File: src/rtl/qspi_master_tx.sv
// qspi_master_tx: mode-0, MSB-first single-lane SPI initiator with full-duplex capture,
// back-to-back byte bursts and a programmable chip-select gap between frames.
module qspi_master_tx #(
  parameter int CLKDIV = 4,
  parameter int CS_GAP = 2
) (
  input  logic       clk,
  input  logic       reset,
  input  logic [7:0] txdata,
  input  logic       txvalid,
  output logic       txready,
  output logic [7:0] rxdata,
  output logic       rxvalid,
  output logic       busy,
  output logic       QCK,
  output logic       QSS,
  output logic       QDO,
  input  logic       QDI
);
  typedef enum logic [2:0] {IDLE, SHIFT_LO, SHIFT_HI, HOLD, GAP} state_t;
  state_t state;
  logic [7:0] div;
  logic [2:0] bitn;
  logic [6:0] sh;
  logic [6:0] rx;
  logic div_end, gap_end;
  assign div_end = div == 8'(CLKDIV - 1);
  assign gap_end = div == 8'(CS_GAP - 1);
  // ready in IDLE and in the last cycle of bit 7 so a waiting byte follows with no gap
  assign txready = !reset && (state == IDLE || (state == SHIFT_HI && bitn == 3'd7 && div_end));
  always_ff @(posedge clk) begin
    if (reset) begin
      state   <= IDLE;
      div     <= '0;
      bitn    <= '0;
      sh      <= '0;
      rx      <= '0;
      rxdata  <= '0;
      rxvalid <= 1'b0;
      busy    <= 1'b0;
      QCK     <= 1'b0;
      QSS     <= 1'b1;
      QDO     <= 1'b0;
    end else begin
      rxvalid <= 1'b0;
      case (state)
        IDLE: if (txvalid) begin
          sh    <= txdata[6:0];
          QDO   <= txdata[7];
          QSS   <= 1'b0;
          busy  <= 1'b1;
          div   <= '0;
          bitn  <= '0;
          state <= SHIFT_LO;
        end
        SHIFT_LO: begin
          div <= div_end ? '0 : div + 8'd1;
          if (div_end) begin
            QCK   <= 1'b1;
            state <= SHIFT_HI;
          end
        end
        SHIFT_HI: begin
          div <= div_end ? '0 : div + 8'd1;
          if (div_end) begin
            QCK  <= 1'b0;
            bitn <= bitn + 3'd1;
            rx   <= {rx[5:0], QDI};
            if (bitn == 3'd7) begin
              rxdata  <= {rx, QDI};
              rxvalid <= 1'b1;
              if (txvalid) begin
                sh    <= txdata[6:0];
                QDO   <= txdata[7];
                state <= SHIFT_LO;
              end else state <= HOLD;
            end else begin
              QDO   <= sh[6];
              sh    <= {sh[5:0], 1'b0};
              state <= SHIFT_LO;
            end
          end
        end
        HOLD: begin
          div <= div_end ? '0 : div + 8'd1;
          if (div_end) begin
            QSS   <= 1'b1;
            state <= GAP;
          end
        end
        GAP: begin
          div <= gap_end ? '0 : div + 8'd1;
          if (gap_end) begin
            busy  <= 1'b0;
            state <= IDLE;
          end
        end
        default: state <= IDLE;
      endcase
    end
  end
endmodule

File: config.mk
export PLATFORM = sky130hd
export DESIGN_NAME = qspi_master_tx
export DESIGN_NICKNAME = d
export VERILOG_FILES = /design/src/rtl/qspi_master_tx.sv
export SDC_FILE = /design/constraint.sdc
export NUM_CORES = 1
export LEC_CHECK = 0
export BUFFER_PORTS_ARGS = -buffer_cell sky130_fd_sc_hd__buf_2
export CORE_MARGIN = 10
export CORE_UTILIZATION = 56
export DETAILED_ROUTE_END_ITERATION = 6
export PLACE_DENSITY = 0.78
export REMOVE_ABC_BUFFERS = 1
export SLEW_MARGIN = 5
export SYNTH_ARGS = -nofsm -noshare
export SYNTH_HDL_FRONTEND = slang
export SYNTH_SLANG_ARGS = --single-unit
File: constraint.sdc
create_clock -name clk -period 2.2 [get_ports clk]
set_input_delay 0.22 -clock clk [delete_from_list [all_inputs] [get_ports clk]]
set_output_delay 0.22 -clock clk [all_outputs]
set_load 0.03 [all_outputs]
==> metrics.txt, run 1 <==
status finished clean; height of the die 79.5 um; core outline area 3390 um2; Rows 21; Clk pwr share 37.0%; Synth Warn # 0; initial drt markers 204; Final Critical Period 2.10 ns; CP arrival 1.88 ns; I/O pin count 26; Layout Nets 270; Reg power frac 55.0%; Hold Crit Class primary input to flip-flop; Power Internal 1.08 mW; Horiz. Die Dim 79.5 um; Overflow after GRT 0; Mapped Cells 225; post-place setup slack 0.225 ns; worst reg2reg path depth 5; Via density 5.80; post-synth top area share 41.3%; share of synthesized flip-flops with an asynchronous set or reset 0%; Clk pin slew, worst setup/hold paths 0.13 ns; most frequent cells in the layout dfxtp_1 (41), nor2_1 (32), buf_2 (24), nand2_1 (19), mux2i_1 (15); placed wire-length estimate 2910 um; Crit Path Class flip-flop to output port; # setup viols final 0; maximum clock insertion buffer count 2; CTS root buffer clkbuf_4; All-Layer GR Usage 13.9%; Routed Antenna Nets 0; sequential share of the synthesized area 41.3%; Worst IR Drop VDD 0.394 mV; Main synth FF type dfxtp_1; switch share 23.9%; flops & latches, synth 41; Critical Path RT 1.98 ns; Cell variety after synth 49; Critical Path Sink Type output port; wire per inst 14.8 um; Synth area leaders dfxtp_1 (41%), mux2i_1 (7.6%), nor2_1 (6.0%); vias in the first global route 1639; final setup skew 0.0155 ns; Setup crit start kind flip-flop; Initial Utilization 58.6%; largest net degree at the start of global routing 23; max-cap violations 0; worst r2r dst QDO$_SDFFE_PP0P_; Inst Count DP 290; Fmax 0.477 GHz; delay-heaviest family, CP flip-flops; combinational power share 8.0%; vias 1745; share of post-route cells with drive strength above 1 23.9%; Hold Path Depth 3; PD cells 620 nW/um2; H-tree level count 2; Worst-Margin Slew 0.726 ns; fin crit share 95.3%; Placer Congestion 0.796; DRC viols 0; Hold Vio Cnt, Final 0; Pleak 1.02 nW; min-delay src QDI; cell mode on critical path ha_1; Non-Filler Instances 301; Slew headroom 51.6%; full die area 6330 um2; Critical R2R Launch bitn[0]$_SDFFE_PP0P_; drt first pass iters 4; r2r setup slk 0.17 ns; syn avg cell area 8.83 um2; Post-synth EDFFs 0; Crit. Startpoint bitn[0]$_SDFFE_PP0P_; switching pwr 0.338 mW; most common cell after layout, fill and taps aside dfxtp_1; largest area contributor in the netlist dfxtp_1; CP peak stage delay 0.38 ns; Post-Route WL 4450 um; CTS buffer count 5; Synth-to-Final Area Change 15.1%; Worst Hold Path EP rxdata[0]$_SDFFE_PP0P_; antenna cells 0; worst-path maximum fanout 3; clock insertion delay at the later pin of the skew report 0.36 ns; Slowest cell on crit path dfxtp_1; Slew Limit Fails 0; first-pass GRT wire length 7310 um; WP buf/inv 1; Port-buffer cells 25; clock sink count 41; Post-Syn Area 1990 um2; initial antenna violation count 0; critical-path cell list ha_1 > ha_1 > nor3b_4 > nand4_1 > a21oi_1 > clkbuf_4; setup ws final 0.104 ns; CTS tree built
## registers in the layout, summed over array words and instances (netlist names)
register / cells
div: 8
QDO: 1
rxdata: 8
rxvalid: 1
QSS: 1
QCK: 1
busy: 1
sh: 7
bitn: 3
state: 3
rx: 7
## cell usage after synthesis (all sizes together), types with 4 or more instances
master  number
a21oi       11
a311oi       8
a31oi        4
buf          5
clkbuf       9
dfxtp       41
ha           4
inv         12
mux2i       15
nand2       19
nor2        32
nor3b        4
o21ai        9
o221ai       5
o22a         7
## metrics by stage
step / utilization, % / area, um2 / power, mW / hold slack (ns) / setup TNS [ns]
after floorplan: - / 1920 / 0.859 / 0.289 / -0.00160
after global placement: 63.7 / 2160 / 0.904 / 0.453 / 0
after detailed placement: 63.7 / 2160 / 0.905 / 0.465 / 0
after CTS: 66.5 / 2250 / 1.41 / 0.108 / 0
after global routing: 67.4 / 2280 / 1.46 / 0.121 / -0.0147
final: 67.4 / 2280 / 1.42 / 0.108 / 0
## what timing repair did
item | in CTS | in global routing
pin swaps | 0 | 1
setup endpoints to repair | 1 | 1
gates resized for setup | 1 | 2
hold buffers | 0 | 0
setup buffers | 0 | 3
## cell families (layout without fill, tap and decap cells)
logic type	after synthesis	after routing	synth area share (%)
AND/OR/NAND/NOR	85	85	22.7
AO/OA/AOI/OAI	53	53	19.7
flip-flops	41	41	41.3
buffers and inverters	26	56	5.73
multiplexers	15	15	7.56
adder cells (fa/ha/maj)	4	4	2.52
XOR/XNOR	1	1	0.441
## power by group through the flow
| stage | logic [mW] | clock network [mW] | registers (mW) |
|---|---|---|---|
| 6_report | 0.113 | 0.524 | 0.779 |
| 5_1_grt | 0.124 | 0.556 | 0.782 |
| 4_1_cts | 0.111 | 0.525 | 0.778 |
| 3_5_place_dp | 0.110 | 0 | 0.795 |
| 3_3_place_gp | 0.109 | 0 | 0.795 |
| 2_1_floorplan | 0.0582 | 0 | 0.801 |
## cell type report
class	instances	area, um2
clock buffer	6	51.3
clock inverter	2	37.5
fill	276	1100
inverter	12	45.0
multi-input combinational	158	1060
sequential	41	821
tap	46	57.6
timing repair buffer	36	210
## metal layers
layer,global-route usage (%),vias up,wire length (um)
met2,20.0,58,1990
met5,0,-,0
met3,4.05,9,302
li1,-,865,-
met4,6.99,0,78
met1,18.3,813,2090
## how the worst max path moves through the flow
stage	depth (start not counted)	to	slack, ns
3_3_place_gp	5	QDO$_SDFFE_PP0P_	0.28
6_report	6	txready	0.10
2_1_floorplan	5	txready	-0.002
3_5_place_dp	5	QDO$_SDFFE_PP0P_	0.22
5_1_grt	6	txready	-0.01
4_1_cts	4	txready	0.06
## worst min-delay path: stages
cell     delay, ns
buf_2         0.09
mux2i_1       0.06
nor2_1        0.07
No activity file was read; power rests on OpenSTA's default activity.
==> run 2: changes to the inputs <==
--- a/config.mk
+++ b/config.mk
@@ -6,9 +6,10 @@
 export NUM_CORES = 1
 export LEC_CHECK = 0
 export BUFFER_PORTS_ARGS = -buffer_cell sky130_fd_sc_hd__buf_2
-export CORE_MARGIN = 10
+export CORE_MARGIN = 3
 export CORE_UTILIZATION = 56
 export DETAILED_ROUTE_END_ITERATION = 6
+export HOLD_SLACK_MARGIN = 0.12
 export PLACE_DENSITY = 0.78
 export REMOVE_ABC_BUFFERS = 1
 export SLEW_MARGIN = 5
==> run 2 against run 1 <==
Highest routed layer unchanged. Die area is 32% lower. Combinational power hardly changed. Critical path type is now flip-flop to flip-flop. Register-to-register slack worse by 0.02 ns. Clock power is 5.0% lower. Clock skew is 0.0099 ns lower. Routed wire length is 9.5% lower.
==> metrics.txt, run 2 (synthesis results as in run 1) <==
CTS tree built; I/O pin count 26; Final Critical Period 2.05 ns; vias in the first global route 1530; initial antenna violation count 0; Port-buffer cells 25; Setup crit start kind flip-flop; PD cells 616 nW/um2; CTS root buffer clkbuf_4; fin crit share 93.3%; post-place setup slack 0.219 ns; hold_ws 0.141 ns; Routed Antenna Nets 0; Placer Congestion 0.804; Slew Limit Fails 0; H-tree level count 2; max-cap violations 0; first-pass GRT wire length 6750 um; Fmax 0.487 GHz; Slew headroom 53.6%; core outline area 3200 um2; placed wire-length estimate 2700 um; Crit Path Class flip-flop to flip-flop; Layout Nets 267; biggest regs div x8, rxdata x8; drt first pass iters 4; status finished clean; Clk pin slew, worst setup/hold paths 0.13 ns; clock insertion delay at the later pin of the skew report 0.35 ns; share of post-route cells with drive strength above 1 22.6%; most frequent cells in the layout dfxtp_1 (41), nor2_1 (32), buf_2 (24), nand2_1 (19), mux2i_1 (15); switching pwr 0.340 mW; # setup viols final 0; Critical Path RT 2.50 ns; CTS buffer count 5; maximum clock insertion buffer count 2; wire per inst 13.6 um; Worst IR Drop VDD 0.423 mV; DRC viols 0; Via density 5.75; vias 1701; RSZ-0062 raised after global routing no; Rows 20; height of the die 65.5 um; worst-path maximum fanout 14; Hold Crit Class primary input to flip-flop; Synth-to-Final Area Change 13.7%; full die area 4300 um2; Pleak 1.00 nW; Horiz. Die Dim 65.5 um; Power Internal 1.05 mW; Clk pwr share 35.8%; final setup skew 0.00560 ns; antenna cells 0; Overflow after GRT 0; Initial Utilization 62.0%; Worst-Margin Slew 0.696 ns; most common cell after layout, fill and taps aside dfxtp_1; CP arrival 2.35 ns; initial drt markers 162; Reg power frac 55.9%; combinational power share 8.2%; fillers 266; All-Layer GR Usage 19.7%; Post-Route WL 4030 um; Hold Vio Cnt, Final 0; switch share 24.4%; largest net degree at the start of global routing 21; clock sink count 41; setup ws final 0.147 ns; Critical Path Sink Type flip-flop
[run 2: changes by cell type in the layout (fill, tap and decap cells not counted), sizes merged]
| cell | change |
|---|---|
| dlygate4sd3 | +1 |
| clkinv | +1 |
| buf | -3 |
| clkbuf | -2 |
[run 2: area by class of cell]
cell class	count	area [um2]	share of cell area, %
Multi-Input combinational cell	158	1060	47.1
Sequential cell	41	821	36.4
Timing Repair Buffer	33	190	8.43
Tap cell	44	55.1	2.44
Clock inverter	3	46.3	2.05
Inverter	12	45.0	2.00
Clock buffer	5	37.5	1.66
[run 2: path summary, 6_finish.rpt]
| kind | to | startpoint | slack (ns) | cells past startpoint |
|---|---|---|---|---|
| worst min-delay path | sh[0]$_SDFFE_PP0P_ | txdata[0] | 0.14 | 3 |
| worst max register to register | QDO$_SDFFE_PP0P_ | bitn[0]$_SDFFE_PP0P_ | 0.15 | 5 |
| worst min register to register | sh[6]$_SDFFE_PP0P_ | sh[6]$_SDFFE_PP0P_ | 0.48 | 1 |
| worst max-delay path | QDO$_SDFFE_PP0P_ | bitn[0]$_SDFFE_PP0P_ | 0.15 | 5 |
[run 2: power groups by stage]
stage	clock network [mW]	registers [mW]	logic, mW
after floorplan	0	0.801	0.0582
after global placement	0	0.794	0.111
after detailed placement	0	0.794	0.112
after CTS	0.509	0.777	0.114
after global routing	0.544	0.781	0.126
final	0.498	0.778	0.115
[run 2: metrics by stage]
step	std cells	setup TNS, ns	power, mW	util, %	instance area (um2)
CTS	295	0	1.40	70.0	2240
global placement	286	0	0.905	66.9	2140
global route	296	0	1.45	70.5	2260
detailed placement	286	0	0.905	66.9	2140
floorplan	211	-0.00160	0.859	-	1920
finish	296	0	1.39	70.5	2260
[run 2: worst max-delay path, cell delays in order (launching register included)]
cell      delay [ns]
dfxtp_1         0.35
ha_1            0.20
ha_1            0.20
or4b_1          0.70
a311oi_1        0.36
o22a_2          0.19
[run 2: per-layer routing]
metal	vias up	GRT usage, %	wire length, um
met5	-	0	0
met4	0	6.48	34
met3	4	4.79	282
met2	58	31.5	1820
met1	773	26.0	1900
li1	866	-	-
[run 2: repair_timing]
action,4_1_cts,5_1_grt
hold buffers,1,0
resized for setup,1,3
cloned,0,0
hold endpoints to repair,1,0
pin swaps,0,1
setup endpoints to repair,1,1
buffers inserted,0,1
